## config.mk

```make
export PLATFORM = sky130hd
export DESIGN_NAME = fifo_rd_ctrl_flat
export DESIGN_NICKNAME = d
export VERILOG_FILES = /design/src/rtl/fifo_rd_ctrl_pkg.sv /design/src/rtl/fifo_rd_ctrl_if.sv /design/src/rtl/fifo_rd_ctrl.sv /design/src/flat_wrapper.sv
export SDC_FILE = /design/constraint.sdc
export NUM_CORES = 1
export LEC_CHECK = 0
export CORE_MARGIN = 3
export CORE_UTILIZATION = 45
export CTS_BUF_LIST = sky130_fd_sc_hd__clkbuf_2
export CTS_CLUSTER_DIAMETER = 150
export CTS_CLUSTER_SIZE = 16
export DETAILED_ROUTE_END_ITERATION = 16
export PLACE_DENSITY = 0.81
export SETUP_SLACK_MARGIN = 0.02
export SLEW_MARGIN = 20
export SYNTH_ARGS = -nofsm -noshare
export SYNTH_HDL_FRONTEND = slang
export SYNTH_SLANG_ARGS = --single-unit
export TNS_END_PERCENT = 10
```

## constraint.sdc

```tcl
create_clock -name rd_clk -period 2.22 [get_ports rd_clk]
set_input_delay 0.333 -clock rd_clk [delete_from_list [all_inputs] [get_ports rd_clk]]
set_output_delay 0.333 -clock rd_clk [all_outputs]
set_load 0.01 [all_outputs]
```

## src/rtl/fifo_rd_ctrl_pkg.sv

```systemverilog
// Shared types and field layout for the bridge request FIFO read side.
// The write-side packer builds entries with the same cmd_entry_t layout.
package fifo_rd_ctrl_pkg;

    localparam int unsigned DATA_WIDTH_DEF  = 41;
    localparam int unsigned ADDR_WIDTH_DEF  = 8;
    localparam int unsigned WDATA_WIDTH_DEF = 32;
    localparam int unsigned CNT_WIDTH_DEF   = 16;

    localparam int unsigned WRITE_BIT = 40;
    localparam int unsigned ADDR_MSB  = 39;
    localparam int unsigned ADDR_LSB  = 32;
    localparam int unsigned WDATA_MSB = 31;
    localparam int unsigned WDATA_LSB = 0;

    typedef enum logic [1:0] {
        IDLE    = 2'd0,
        CAPTURE = 2'd1,
        PRESENT = 2'd2
    } rd_ctrl_state_e;

    typedef struct packed {
        logic        write;
        logic [7:0]  addr;
        logic [31:0] wdata;
    } cmd_entry_t;

endpackage

```

## src/rtl/fifo_rd_ctrl_if.sv

```systemverilog
// FIFO read port plus command handshake seen by the read-side sequencer.
// master = sequencer side, slave = FIFO / command consumer side.
interface fifo_rd_ctrl_if
    import fifo_rd_ctrl_pkg::*;
#(
    parameter int unsigned DATA_WIDTH  = DATA_WIDTH_DEF,
    parameter int unsigned ADDR_WIDTH  = ADDR_WIDTH_DEF,
    parameter int unsigned WDATA_WIDTH = WDATA_WIDTH_DEF
);

    logic                   rd_en;
    logic [DATA_WIDTH-1:0]  rd_data;
    logic                   empty;
    logic                   cmd_valid;
    logic                   cmd_ready;
    logic                   cmd_write;
    logic [ADDR_WIDTH-1:0]  cmd_addr;
    logic [WDATA_WIDTH-1:0] cmd_wdata;

    modport master (
        output rd_en,
        input  rd_data,
        input  empty,
        output cmd_valid,
        input  cmd_ready,
        output cmd_write,
        output cmd_addr,
        output cmd_wdata
    );

    modport slave (
        input  rd_en,
        output rd_data,
        output empty,
        input  cmd_valid,
        output cmd_ready,
        input  cmd_write,
        input  cmd_addr,
        input  cmd_wdata
    );

endinterface

```

## src/rtl/fifo_rd_ctrl.sv

```systemverilog
// Read-side sequencer for the bridge async FIFO: pops entries, absorbs the
// one-cycle read latency and presents each entry over valid/ready.
module fifo_rd_ctrl
    import fifo_rd_ctrl_pkg::*;
#(
    parameter int unsigned DATA_WIDTH  = DATA_WIDTH_DEF,
    parameter int unsigned ADDR_WIDTH  = ADDR_WIDTH_DEF,
    parameter int unsigned WDATA_WIDTH = WDATA_WIDTH_DEF,
    parameter int unsigned CNT_WIDTH   = CNT_WIDTH_DEF
) (
    input  logic                 rd_clk,
    input  logic                 rd_rst,
    input  logic                 enable,
    input  logic                 flush,
    fifo_rd_ctrl_if.master       bus,
    output logic                 busy,
    output logic [CNT_WIDTH-1:0] pop_count,
    output logic [CNT_WIDTH-1:0] drop_count
);

    localparam int unsigned W_BIT   = DATA_WIDTH - 1;
    localparam int unsigned A_MSB   = WDATA_WIDTH + ADDR_WIDTH - 1;
    localparam int unsigned A_LSB   = WDATA_WIDTH;
    localparam int unsigned D_MSB   = WDATA_WIDTH - 1;

    rd_ctrl_state_e         r_state;
    rd_ctrl_state_e         w_next_state;
    logic                   w_rd_en;
    logic                   w_capture;
    logic                   w_drop;
    logic                   r_cmd_valid;
    logic                   r_busy;
    logic [DATA_WIDTH-1:0]  r_entry;
    logic [CNT_WIDTH-1:0]   r_pop_count;
    logic [CNT_WIDTH-1:0]   r_drop_count;

    // State register
    always_ff @(posedge rd_clk) begin
        if (rd_rst) begin
            r_state <= IDLE;
        end else begin
            r_state <= w_next_state;
        end
    end

    // Pop strobe, next state, capture and drop decisions
    always_comb begin
        w_next_state = r_state;
        w_capture    = 1'b0;
        w_drop       = 1'b0;
        w_rd_en      = enable & ~flush & ~bus.empty & ~rd_rst &
                       ((r_state == IDLE) | ((r_state == PRESENT) & bus.cmd_ready));

        if (flush) begin
            w_next_state = IDLE;
            w_drop       = (r_state == CAPTURE) |
                           ((r_state == PRESENT) & ~bus.cmd_ready);
        end else begin
            case (r_state)
                IDLE: begin
                    if (w_rd_en) begin
                        w_next_state = CAPTURE;
                    end
                end
                CAPTURE: begin
                    w_capture    = 1'b1;
                    w_next_state = PRESENT;
                end
                PRESENT: begin
                    if (bus.cmd_ready) begin
                        w_next_state = w_rd_en ? CAPTURE : IDLE;
                    end
                end
                default: begin
                    w_next_state = IDLE;
                end
            endcase
        end
    end

    // Output register, status flags and statistics
    always_ff @(posedge rd_clk) begin
        if (rd_rst) begin
            r_cmd_valid  <= 1'b0;
            r_busy       <= 1'b0;
            r_entry      <= '0;
            r_pop_count  <= '0;
            r_drop_count <= '0;
        end else begin
            r_cmd_valid <= (w_next_state == PRESENT);
            r_busy      <= (w_next_state != IDLE);
            if (w_capture) begin
                r_entry <= bus.rd_data;
            end
            if (w_rd_en) begin
                r_pop_count <= r_pop_count + CNT_WIDTH'(1);
            end
            // drop_count saturates rather than wrapping
            if (w_drop && (r_drop_count != {CNT_WIDTH{1'b1}})) begin
                r_drop_count <= r_drop_count + CNT_WIDTH'(1);
            end
        end
    end

    assign bus.rd_en     = w_rd_en;
    assign bus.cmd_valid = r_cmd_valid;
    assign bus.cmd_write = r_entry[W_BIT];
    assign bus.cmd_addr  = r_entry[A_MSB:A_LSB];
    assign bus.cmd_wdata = r_entry[D_MSB:0];
    assign busy          = r_busy;
    assign pop_count     = r_pop_count;
    assign drop_count    = r_drop_count;

endmodule
```

## src/flat_wrapper.sv

```systemverilog
// flat-port wrapper written by rule: the top's interface ports become plain ports
module fifo_rd_ctrl_flat import fifo_rd_ctrl_pkg::*;
#(
    parameter int unsigned DATA_WIDTH  = DATA_WIDTH_DEF,
    parameter int unsigned ADDR_WIDTH  = ADDR_WIDTH_DEF,
    parameter int unsigned WDATA_WIDTH = WDATA_WIDTH_DEF,
    parameter int unsigned CNT_WIDTH   = CNT_WIDTH_DEF
)
  (rd_clk, rd_rst, enable, flush, busy, pop_count, drop_count, bus_rd_en, bus_rd_data, bus_empty, bus_cmd_valid, bus_cmd_ready, bus_cmd_write, bus_cmd_addr, bus_cmd_wdata);
  fifo_rd_ctrl_if #(.DATA_WIDTH(DATA_WIDTH), .ADDR_WIDTH(ADDR_WIDTH), .WDATA_WIDTH(WDATA_WIDTH)) bus_i ();
  input  logic rd_clk;
  input  logic rd_rst;
  input  logic enable;
  input  logic flush;
  output logic busy;
  output logic [CNT_WIDTH-1:0] pop_count;
  output logic [CNT_WIDTH-1:0] drop_count;
  output wire logic [$bits(bus_i.rd_en)-1:0] bus_rd_en;
  input wire logic [$bits(bus_i.rd_data)-1:0] bus_rd_data;
  input wire logic [$bits(bus_i.empty)-1:0] bus_empty;
  output wire logic [$bits(bus_i.cmd_valid)-1:0] bus_cmd_valid;
  input wire logic [$bits(bus_i.cmd_ready)-1:0] bus_cmd_ready;
  output wire logic [$bits(bus_i.cmd_write)-1:0] bus_cmd_write;
  output wire logic [$bits(bus_i.cmd_addr)-1:0] bus_cmd_addr;
  output wire logic [$bits(bus_i.cmd_wdata)-1:0] bus_cmd_wdata;
  assign bus_rd_en = bus_i.rd_en;
  assign bus_i.rd_data = bus_rd_data;
  assign bus_i.empty = bus_empty;
  assign bus_cmd_valid = bus_i.cmd_valid;
  assign bus_i.cmd_ready = bus_cmd_ready;
  assign bus_cmd_write = bus_i.cmd_write;
  assign bus_cmd_addr = bus_i.cmd_addr;
  assign bus_cmd_wdata = bus_i.cmd_wdata;
  fifo_rd_ctrl #(.DATA_WIDTH(DATA_WIDTH), .ADDR_WIDTH(ADDR_WIDTH), .WDATA_WIDTH(WDATA_WIDTH), .CNT_WIDTH(CNT_WIDTH)) u_core (.rd_clk(rd_clk), .rd_rst(rd_rst), .enable(enable), .flush(flush), .bus(bus_i), .busy(busy), .pop_count(pop_count), .drop_count(drop_count));
endmodule
```

==> results of run 1 <==
cell usage after synthesis, types with 2 or more instances:
library cell	instances	area, um2
a21oi_1	53	265
and3_1	5	31.3
and4_1	2	17.5
buf_1	2	7.51
buf_2	5	25.0
clkbuf_1	16	60.1
dfxtp_1	77	1540
ha_1	2	25.0
inv_1	11	41.3
mux2_2	7	78.8
nand2_1	89	334
nand2b_1	2	12.5
nand3_1	11	55.1
nand4_1	9	56.3
nor2_1	13	48.8
nor2b_1	8	50.1
nor3_1	2	10.0
nor4_1	7	43.8
o21a_1	2	15.0
o21ai_0	5	25.0
o311ai_0	8	70.1
o31ai_1	8	60.1
o41ai_1	8	70.1
or2_2	6	37.5
or3_1	6	37.5
or4_1	7	52.6
xnor2_1	2	17.5
registers in the layout (all words and copies together) (netlist names):
register              flops
u_core.r_entry           41
u_core.drop_count        16
u_core.pop_count         16
u_core.r_state            2
u_core.bus.cmd_valid      1
u_core.busy               1
cell usage in the layout (no fill, tap or decap), types with 4 or more instances in the layout:
| cell | instances |
|---|---|
| o21ai_0 | 5 |
| or3_1 | 6 |
| mux2_2 | 7 |
| inv_1 | 11 |
| a21oi_1 | 53 |
| dfxtp_1 | 76 |
| or4_1 | 7 |
| nor2b_1 | 7 |
| o31ai_1 | 8 |
| clkdlybuf4s50_1 | 120 |
| nand2_1 | 89 |
| nand4_1 | 9 |
| nor4_1 | 7 |
| buf_4 | 11 |
| or2_2 | 6 |
| clkbuf_2 | 9 |
| o41ai_1 | 8 |
| o311ai_0 | 8 |
| and3_1 | 4 |
| nor2_1 | 13 |
| nand3_1 | 11 |
cell families after synthesis:
family | synth area share
AO/OA/AOI/OAI | 0.169
XOR/XNOR | 0.00813
adder cells (fa/ha/maj) | 0.00774
buffers and inverters | 0.0414
flip-flops | 0.477
multiplexers | 0.0275
AND/OR/NAND/NOR | 0.269
per-stage QoR:
| stage | cells | instance area [um2] |
|---|---|---|
| after floorplan | 385 | 3230 |
| after global placement | 593 | 4600 |
| after detailed placement | 593 | 4600 |
| after CTS | 609 | 4750 |
| after global routing | 609 | 4750 |
| final | 609 | 4750 |
path summary, 6_finish.rpt:
kind / start / endpoint / slack [ps] / cells after the start
min reg2reg: u_core.r_entry[34] / u_core.r_entry[34] / 470 / 2
min: rd_rst / u_core.r_state[1] / 270 / 4
max reg2reg: u_core.drop_count[12] / u_core.drop_count[4] / 370 / 4
max: u_core.r_state[0] / bus_rd_en / 270 / 3
power breakdown:
group	switching [mW]	internal, mW	total (mW)
clock	0.504	0.377	0.881
sequential	0.00712	1.40	1.40
combinational	0.0734	0.114	0.187
critical path, cell delays in order, from the launching register on:
cell and delay (ps):
dfxtp_2 390, nor3b_2 210, and3_4 250, dlygate4sd2_1 280
layout make-up:
type                    instances  area, um2
fillers                       584       2120
multi-input cells             274       1560
flip-flops and latches         77       1540
repair buffers                135       1340
well taps                      96        120
clock inverters                 7       97.6
clock buffers                   9       45.0
inverters                      11       41.3
timing repair:
| item | 4_1_cts | 5_1_grt |
|---|---|---|
| gates resized for setup | 4 | 0 |
| buffers inserted | 0 | 0 |
| endpoints found under the setup margin | 1 | 0 |
layer usage:
layer / track usage / vias up
met3: 0.0442 / 12
met5: 0 / -
li1: - / 1617
met1: 0.251 / 1488
met2: 0.348 / 94
met4: 0.0804 / 0
==> metrics.txt, run 1 <==
Max Cap Violations=0; core area=between 6000 and 7000 um2; routed wire length=approximately 8.5 mm; leakage=about 1.6 nW; Synth Instances=between 300 and 400; H-tree levels=3; Area growth syn-to-layout=46.9%; endpoints failing hold=0; HPWL Detailed=a little over 6 mm; total power=2.47 mW; Setup crit end kind=output port; Hold WS=between 200 and 300 ps; Reg clk slew, reported paths=between 200 and 250 ps; vias in the first global route=2985; vias after detailed routing=between 3000 and 4000; met3 wire len=~480 um; Post-route DRC=0; FF+latch count, synth=77; synthesized area=~3200 um2; CTS Buffer Depth=2; Slew Limit Fails=0; row count=30; skew final=between 20 and 25 ps; Crit Path Class=flip-flop to output port; Async SR Flop Fraction=0; met2 wire len=4.35 mm; run status=finished, final reports clean; Initial DRC Count=100; DR WL/cell=between 10 and 15 um; count of antenna-violating nets left after detailed routing=0; Final min period=about 2000 ps; CP required=between 1500 and 2000 ps; die width=between 90 and 100 um; FMAX=between 500 and 600 MHz; Post-CTS Hold Buffers=0; EDFF count, synth=0; clk_lat worst skew=~500 ps; setup TNS=0 ps; CP arrival=about 1600 ps; Die Area=slightly above 8000 um2; die height=90.7 um; initial antenna violation count=0; I/O Buffers=between 100 and 150; initial core utilization=0.470; Slew Limit Headroom=0.600; Routability Congestion=0.801; pwr/cell area=about 520 nW/um2; global route overflow=0; maximum VDD drop=roughly 0.00043 V; top sig layer=met4; CTS root buf=clkbuf_2; Setup WS pre-CTS=-19.0 ps; diodes inserted=0; total track usage=0.205; net count after synthesis=between 400 and 500; vias per inst=about 5.3; synth unique cells=39; setup violators final=0; top fanout value on the critical path=4; final core utilization=0.691; Syn. warnings=0; RSZ-0062 raised after global routing=false; nets=557; syn_area_per_cell=between 8 and 9 um2; hold crit path type=input port to flip-flop; wl on met1=3.59 mm; layout cells sized above 1=0.101; CP Launch Type=flip-flop; 1st-pass router iterations=4; largest net degree at the start of global routing=between 40 and 50; Sinks on Clock Net=a little under 80; CTS tree=yes; Final period util=0.878; post-synthesis sequential area ratio=0.477; IO Pins=approximately 120; fin worst setup slack=approximately 270 ps; Main synth FF type=dfxtp_1; first-pass GRT wire length=roughly 14 mm; worst-margin pin slew=approximately 590 ps; CTS buffer count=9
Power figures use the tool's default switching activity.
==> run 2, diff against run 1 <==
--- a/config.mk
+++ b/config.mk
@@ -5,12 +5,13 @@
 export SDC_FILE = /design/constraint.sdc
 export NUM_CORES = 1
 export LEC_CHECK = 0
-export CORE_MARGIN = 3
+export CORE_MARGIN = 2
 export CORE_UTILIZATION = 45
 export CTS_BUF_LIST = sky130_fd_sc_hd__clkbuf_2
 export CTS_CLUSTER_DIAMETER = 150
 export CTS_CLUSTER_SIZE = 16
 export DETAILED_ROUTE_END_ITERATION = 16
+export HOLD_SLACK_MARGIN = 0.05
 export PLACE_DENSITY = 0.81
 export SETUP_SLACK_MARGIN = 0.02
 export SLEW_MARGIN = 20
==> run 2 against run 1 <==
First-iteration DRC count is 55% higher; final cell count stayed put; hold slack worse by 9.5 ps; critical path depth is 2 lower; die area is 4.4% lower.
==> metrics.txt, run 2 (synthesis gave the netlist of run 1 again) <==
run status=finished, final reports clean; top fanout value on the critical path=8 (+4); Initial DRC Count=155 (+55%); Largest Register=u_core.r_entry; vias per inst=5.22 (-1.0%); I/O Buffers=122 (unchanged); Crit path max-delay family=buffers and inverters; die height=88.7 um (-2.2%); total power=2.43 mW (-1.6%); RSZ-0062 raised after global routing=false; H-tree levels=3 (unchanged); DR WL/cell=14.1 um (+0.82%); CP Launch Type=flip-flop; final core utilization=0.689 (-0.00200); row count=30 (unchanged); die width=88.7 um (-2.2%); vias after detailed routing=3179 (-1.0%); Die Area=7870 um2 (-4.4%); FF/Latch Area=1540 um2 (unchanged); WP buf/inv=1 (unchanged); CTS Buffer Depth=2 (unchanged); first-pass GRT wire length=13.1 mm (-6.8%); largest net degree at the start of global routing=42 (-2.3%); number of flip-flops in the largest register=41 (unchanged); crit path cell chain=clkdlybuf4s50_1; worst-margin pin slew=549 ps (-45.8 ps); setup violators final=0 (unchanged); Sinks on Clock Net=77 (unchanged); FMAX=510 MHz (-0.62%); Post CTS Setup Buffer Count=0 (unchanged); routed wire length=8.62 mm (+0.82%); initial antenna violation count=0 (unchanged); 1st-pass router iterations=4 (unchanged); most frequent cells in the layout=120 x clkdlybuf4s50_1, 89 x nand2_1, 76 x dfxtp_1; global route overflow=0 (unchanged); count of antenna-violating nets left after detailed routing=0 (unchanged); core area=6870 um2 (unchanged); Crit Path Class=flip-flop to output port; endpoints failing hold=0 (unchanged); multi-input logic area=1560 um2 (-0.32%); Reg clk slew, reported paths=190 ps (-20 ps); Routability Congestion=0.843 (+5.2%); maximum VDD drop=0.000353 V (-19%); Max Cap Violations=0 (unchanged); diodes inserted=0 (unchanged); Slew Limit Fails=0 (unchanged); CP required=1890 ps (about the same); CTS tree=yes; slowest CP cell=clkdlybuf4s50_1; Final min period=1960 ps (+12.1 ps); Setup crit end kind=output port; Area growth syn-to-layout=46.5%; most common cell after layout, fill and taps aside=clkdlybuf4s50_1; initial core utilization=0.470 (unchanged); CP arrival=1630 ps (about the same); pwr/cell area=514 nW/um2 (-1.3%); CTS buffer count=9 (unchanged); hold crit path type=input port to flip-flop; Final period util=0.884 (+0.00546); HPWL Detailed=5.99 mm (-2.3%); total track usage=0.212 (+0.00764); CP max stage delay=600 ps (+210 ps); IO Pins=123 (unchanged); CTS root buf=clkbuf_2; layout cells sized above 1=0.0994 (-0.00195); vias in the first global route=2831 (-5.2%); nets=558 (+0.18%); clk_lat worst skew=500 ps (about the same); Post-CTS Hold Buffers=0 (unchanged); FILL cells=568 (-2.7%); Slew Limit Headroom=0.631 (+0.0308); Post-route DRC=0 (unchanged); leakage=1.60 nW (+0.23%); skew final=19.5 ps (-4.47 ps)
-- run 2: changes by cell type in the layout (fill, tap and decap cells not counted), sizes merged --
cell	previous run	this run
inv	12	11
clkbuf	9	10
clkinv	3	2
buf	14	15
-- run 2: final cells by class --
cell class,count,area share
sequential,77,0.326
tap,96,0.0254
inverter,11,0.00872
clock buffer,10,0.0106
multi-input combinational,274,0.329
clock inverter,5,0.0161
timing repair buffer,136,0.284
-- run 2: repair_timing --
action                                  4_1_cts  5_1_grt
endpoints found under the hold margin         0        0
gates resized for setup                       2        0
endpoints found under the setup margin        1        0
-- run 2: final timing paths --
path,from,end,slack [ps],cells after the start
setup / recovery,u_core.drop_count[6],drop_count[6],260,1
hold / removal,rd_rst,u_core.bus.cmd_valid,260,4
setup reg to reg,u_core.drop_count[2],u_core.drop_count[15],360,4
hold reg to reg,u_core.r_entry[14],u_core.r_entry[14],470,2
-- run 2: stage by stage --
stage          instances  hold WS [ps]  instance area, um2  TNS [ps]  setup WS (ps)
5_1_grt              609           207                4730         0            123
4_1_cts              609           228                4730         0            205
3_5_place_dp         594           446                4610     -39.9          -25.3
2_1_floorplan        385           469                3230         0            615
3_3_place_gp         594           441                4610         0           68.4
6_report             609           259                4730         0            258
-- run 2: power breakdown --
| part | internal, mW | switching (mW) | total (mW) |
|---|---|---|---|
| Sequential | 1.40 | 0.00702 | 1.40 |
| Clock | 0.366 | 0.477 | 0.842 |
| Combinational | 0.114 | 0.0738 | 0.188 |
| Total | 1.88 | 0.557 | 2.43 |
-- run 2: routing by layer --
metal  up-vias  wire (um)  track usage
met1      1485       3540        0.245
met5         -          0            0
met3         7        503       0.0662
li1       1610          -            -
met4         0        116       0.0882
met2        77       4460        0.363
==> RTL change 1: new RTL, config.mk and constraints of run 2 <==
Change the package constant `ADDR_WIDTH_DEF` from 8 to 9.
--- a/src/rtl/fifo_rd_ctrl_pkg.sv
+++ b/src/rtl/fifo_rd_ctrl_pkg.sv
@@ -3,7 +3,7 @@
 package fifo_rd_ctrl_pkg;
 
     localparam int unsigned DATA_WIDTH_DEF  = 41;
-    localparam int unsigned ADDR_WIDTH_DEF  = 8;
+    localparam int unsigned ADDR_WIDTH_DEF  = 9;
     localparam int unsigned WDATA_WIDTH_DEF = 32;
     localparam int unsigned CNT_WIDTH_DEF   = 16;
 
Ports: changed (resized bus_cmd_addr); port bits go from 123 to 124. No check against the original RTL was run, so the function may have changed too.
==> RTL change 1 against run 2 <==
- fmax grew 0.88%
- final area up 0.56%
- non-clock buffer count rose by 2
- power up 0.44%
- first-iteration DRC count grew 21%
- routed wire length decreased by 1.1%
- setup slack better by 0.017 ns
- critical path depth increased by 2
- global-route usage is 0.082 points lower
- sequential cell count stayed put
- synthesized area grew 0.23%
- clock skew grew 0.012 ns
- largest power group unchanged
- final cell count increased by 0.33%
==> RTL change 1: results <==
metrics = {
    "placed_design": {
        "dpl.hpwl_um": 6053,
        "io_buffer_count": 123,
        "globalplace.congestion": 0.8330,
    },
    "critical_path": {
        "critical_path.top_delay_family": "simple AND/OR/NAND/NOR gates",
        "cp_slowest_cell": "dfxtp_4",
        "crit_fanout": 3,
        "critical_path.max_stage_delay_ns": 0.41,
    },
    "clocking": {
        "clk_path_buf_depth": 2,
        "numCtsBuffers": 9,
        "insertion_delay_ns": 0.49,
        "clock_tree.root_cell": "clkbuf_2",
        "htree_levels": 3,
    },
    "route": {
        "avgRoutedWirePerCell_um": 13.95,
        "first_pass_iters": 4,
        "viasPerCell": 5.252,
        "first_iter_violations": 188,
    },
    "timing": {
        "maxSlewHeadroom": 0.6070,
        "fin_skew_ns": 0.03165,
    },
    "synthesis": {
        "synth_top_area_cell": "dfxtp_1",
        "syn_nets": 435,
        "yosysSeqAreaShare": 0.4760,
        "async_flop_share": 0,
        "synthDistinctLibCells": 40,
        "synth.area.top_cells": "dfxtp_1 48%, nand2_1 10%, a21oi_1 8.2%, mux2_2 2.4%, o311ai_0 2.2%",
    },
    "cells_and_area": {
        "antennaDiodeCount": 0,
        "nFillCells": 595,
        "num-nets-final": 560,
        "drive_above_1_share": 0.1049,
    },
    "outcome": {
        "outcome": "complete, no violations",
    },
    "grt": {
        "grt_pass1_wl_um": 13160,
        "grt_pass1_vias": 2893,
        "grt_max_degree": 54,
        "gr-usage-all-layers": 0.2114,
    },
    "power": {
        "internal-power_mw": 1.878,
        "vdd_drop_max_mv": 0.2825,
        "leakagePower_nw": 1.600,
    },
    "worst_hold_path": {
        "min_path_type": "in -> reg",
    },
}
[RTL change 1: changes by cell type after synthesis, sizes merged]
cell,change
buf,+1
[RTL change 1: cells by family after synthesis]
group,synth area share
and+or+nand+nor,0.2682
AOI/OAI and AO/OA,0.1689
DFF,0.4760
buffers and inverters,0.04366
muxes,0.02744
xor gates and xnor gates,0.008116
adders and majority gates,0.007727
[RTL change 1: power by group through the flow]
stage	clock network, mW	registers, mW	logic [mW]
6_report	0.851	1.40	0.190
5_1_grt	0.937	1.41	0.205
4_1_cts	0.874	1.40	0.192
3_5_place_dp	0	1.43	0.189
3_3_place_gp	0	1.43	0.186
2_1_floorplan	0	1.44	0.0562
[RTL change 1: cell type report]
class	instances	area, sq um	area share
multi-input cells	274	1569	0.3297
repair buffers	138	1350	0.2836
well taps	96	120.1	0.02524
clock inverters	6	88.84	0.01866
clock buffers	9	45.04	0.009464
flip-flops and latches	77	1545	0.3247
inverters	11	41.29	0.008675
[RTL change 1: through the flow]
| stage | worst slack [ns] | util | hold WS, ns | instance area, sq um | instances |
|---|---|---|---|---|---|
| CTS | 0.2201 | 0.6929 | 0.2408 | 4760 | 611 |
| global route | 0.1478 | 0.6929 | 0.2621 | 4760 | 611 |
| global placement | 0.07499 | 0.6714 | 0.4414 | 4612 | 596 |
| finish | 0.2750 | 0.6929 | 0.2851 | 4760 | 611 |
| detailed placement | 0.02644 | 0.6714 | 0.4459 | 4612 | 596 |
| floorplan | 0.6152 | - | 0.4690 | 3238 | 386 |
[RTL change 1: worst register-to-register path: cells and delay by family (launching register included)]
kind | cells | cell delay [ns]
mux | 1 | 0.37
flops | 1 | 0.48
simple gates | 3 | 0.93
[RTL change 1: final timing paths]
check,from,slack [ns],endpoint,depth (start not counted)
hold reg to reg,u_core.r_entry[23],0.47,u_core.r_entry[23],2
setup reg to reg,u_core.drop_count[2],0.38,u_core.drop_count[15],4
setup / recovery,u_core.r_state[0],0.28,bus_rd_en,3
hold / removal,rd_rst,0.29,u_core.bus.cmd_valid,4
[RTL change 1: what timing repair did]
item / CTS / global route
setup endpoints to repair: 1 / 0
resized for setup: 5 / 0
setup buffers: 0 / 0
[RTL change 1: metal layers]
layer | wire length (um) | track usage | vias up
li1 | - | - | 1611
met1 | 3584 | 0.2588 | 1485
met2 | 4233 | 0.3548 | 95
met3 | 483 | 0.04011 | 18
met4 | 221 | 0.1047 | 0
met5 | 0 | 0 | -
==> RTL change 2: new RTL, flow settings as in run 2 <==
Without the edit above. Make the reset (`rd_rst`) asynchronous in 2 clocked blocks.
--- a/src/rtl/fifo_rd_ctrl.sv
+++ b/src/rtl/fifo_rd_ctrl.sv
@@ -35,7 +35,7 @@
     logic [CNT_WIDTH-1:0]   r_drop_count;
 
     // State register
-    always_ff @(posedge rd_clk) begin
+    always_ff @(posedge rd_clk or posedge rd_rst) begin
         if (rd_rst) begin
             r_state <= IDLE;
         end else begin
@@ -79,7 +79,7 @@
     end
 
     // Output register, status flags and statistics
-    always_ff @(posedge rd_clk) begin
+    always_ff @(posedge rd_clk or posedge rd_rst) begin
         if (rd_rst) begin
             r_cmd_valid  <= 1'b0;
             r_busy       <= 1'b0;
Check against the original RTL: differs if rd_rst is asserted again (counterexample within 4 cycles, from zero or initial values and one cycle with rd_rst high); with rd_rst held inactive, the same outputs for 10 cycles.
==> RTL change 2 against run 2 <==
- setup slack worse by 0.040 ns
- final area increased by 3.5%
- non-clock buffer count decreased by 4
- synthesized area up 2.7%
- die area rose by 2.6%
- routed wire length down 11%
- sequential cell count stayed put
- count of clock-buffer cells in the layout fell by 1
- clock skew fell by 0.0043 ns
Power is not compared: it rests on default switching activity, and its combinational part moved more than twofold at a synthesized area within 25%.
==> RTL change 2: results <==
metrics = {
    "synthesis": {
        "syn_area_per_cell_sq_um": 13.44,
        "netlist_instances": 247,
        "synth.area.top_cells": "dfrtp_1 58%, mux2_2 14%, xor2_1 4.2%, xnor2_1 2.4%, nand2_1 1.9%",
    },
    "timing": {
        "hold_ws_ns": 0.3590,
        "maxSlewHeadroom": 0.6528,
    },
    "cells_and_area": {
        "multi_input_cells": 158,
        "nFillCells": 554,
        "num-nets-final": 434,
        "final-clk-cell-share": 0.03245,
        "stdcell_area_sq_mm": 0.004897,
        "drive_above_1_share": 0.2179,
        "n_all_buffers": 132,
        "buf_share": 0.2672,
        "layoutNonFillerInstCount": 489,
    },
    "grt": {
        "grt_pass1_wl_um": 12830,
        "gr-usage-all-layers": 0.2002,
        "grt_max_degree": 43,
        "met1_usage": 0.2695,
    },
    "route": {
        "avgRoutedWirePerCell_um": 15.63,
        "wl_met1_um": 3457,
        "dr_wl_met2_um": 3550,
        "viasPerCell": 4.930,
    },
    "critical_path": {
        "cp-startpoint": "u_core.r_state[0]",
        "critical_path.max_stage_delay_ns": 0.46,
        "cp_slowest_cell": "dfrtp_1",
        "critical_path.top_delay_family": "flip-flops",
        "r2r-start": "u_core.drop_count[1]",
        "crit_fanout": 2,
        "crit_path_end": "bus_rd_en",
    },
    "outcome": {
        "outcome": "complete, no violations",
    },
}
==> RTL change 2: power by group through the flow <==
stage	logic [mW]	clock network, mW	registers, mW
2_1_floorplan	0.284	0	1.94
3_3_place_gp	1.03	0	1.83
3_5_place_dp	1.05	0	1.85
4_1_cts	1.06	0.992	1.82
5_1_grt	1.11	1.04	1.86
6_report	1.04	0.962	1.82
==> RTL change 2: cell families after synthesis <==
logic type               count (synthesis)  synth area share
AND/OR/NAND/NOR                         79            0.1587
flip-flops                              77            0.5805
multiplexers                            46            0.1568
XOR/XNOR                                25           0.06596
buffers and inverters                   12           0.01545
AO/OA/AOI/OAI                            6           0.01508
adder cells (fa/ha/maj)                  2          0.007537
==> RTL change 2: timing repair <==
item                                    in CTS  in global routing
pin swaps                                    1                  2
resized for setup                            1                  1
endpoints found under the setup margin       1                  1
buffers inserted                             2                  2
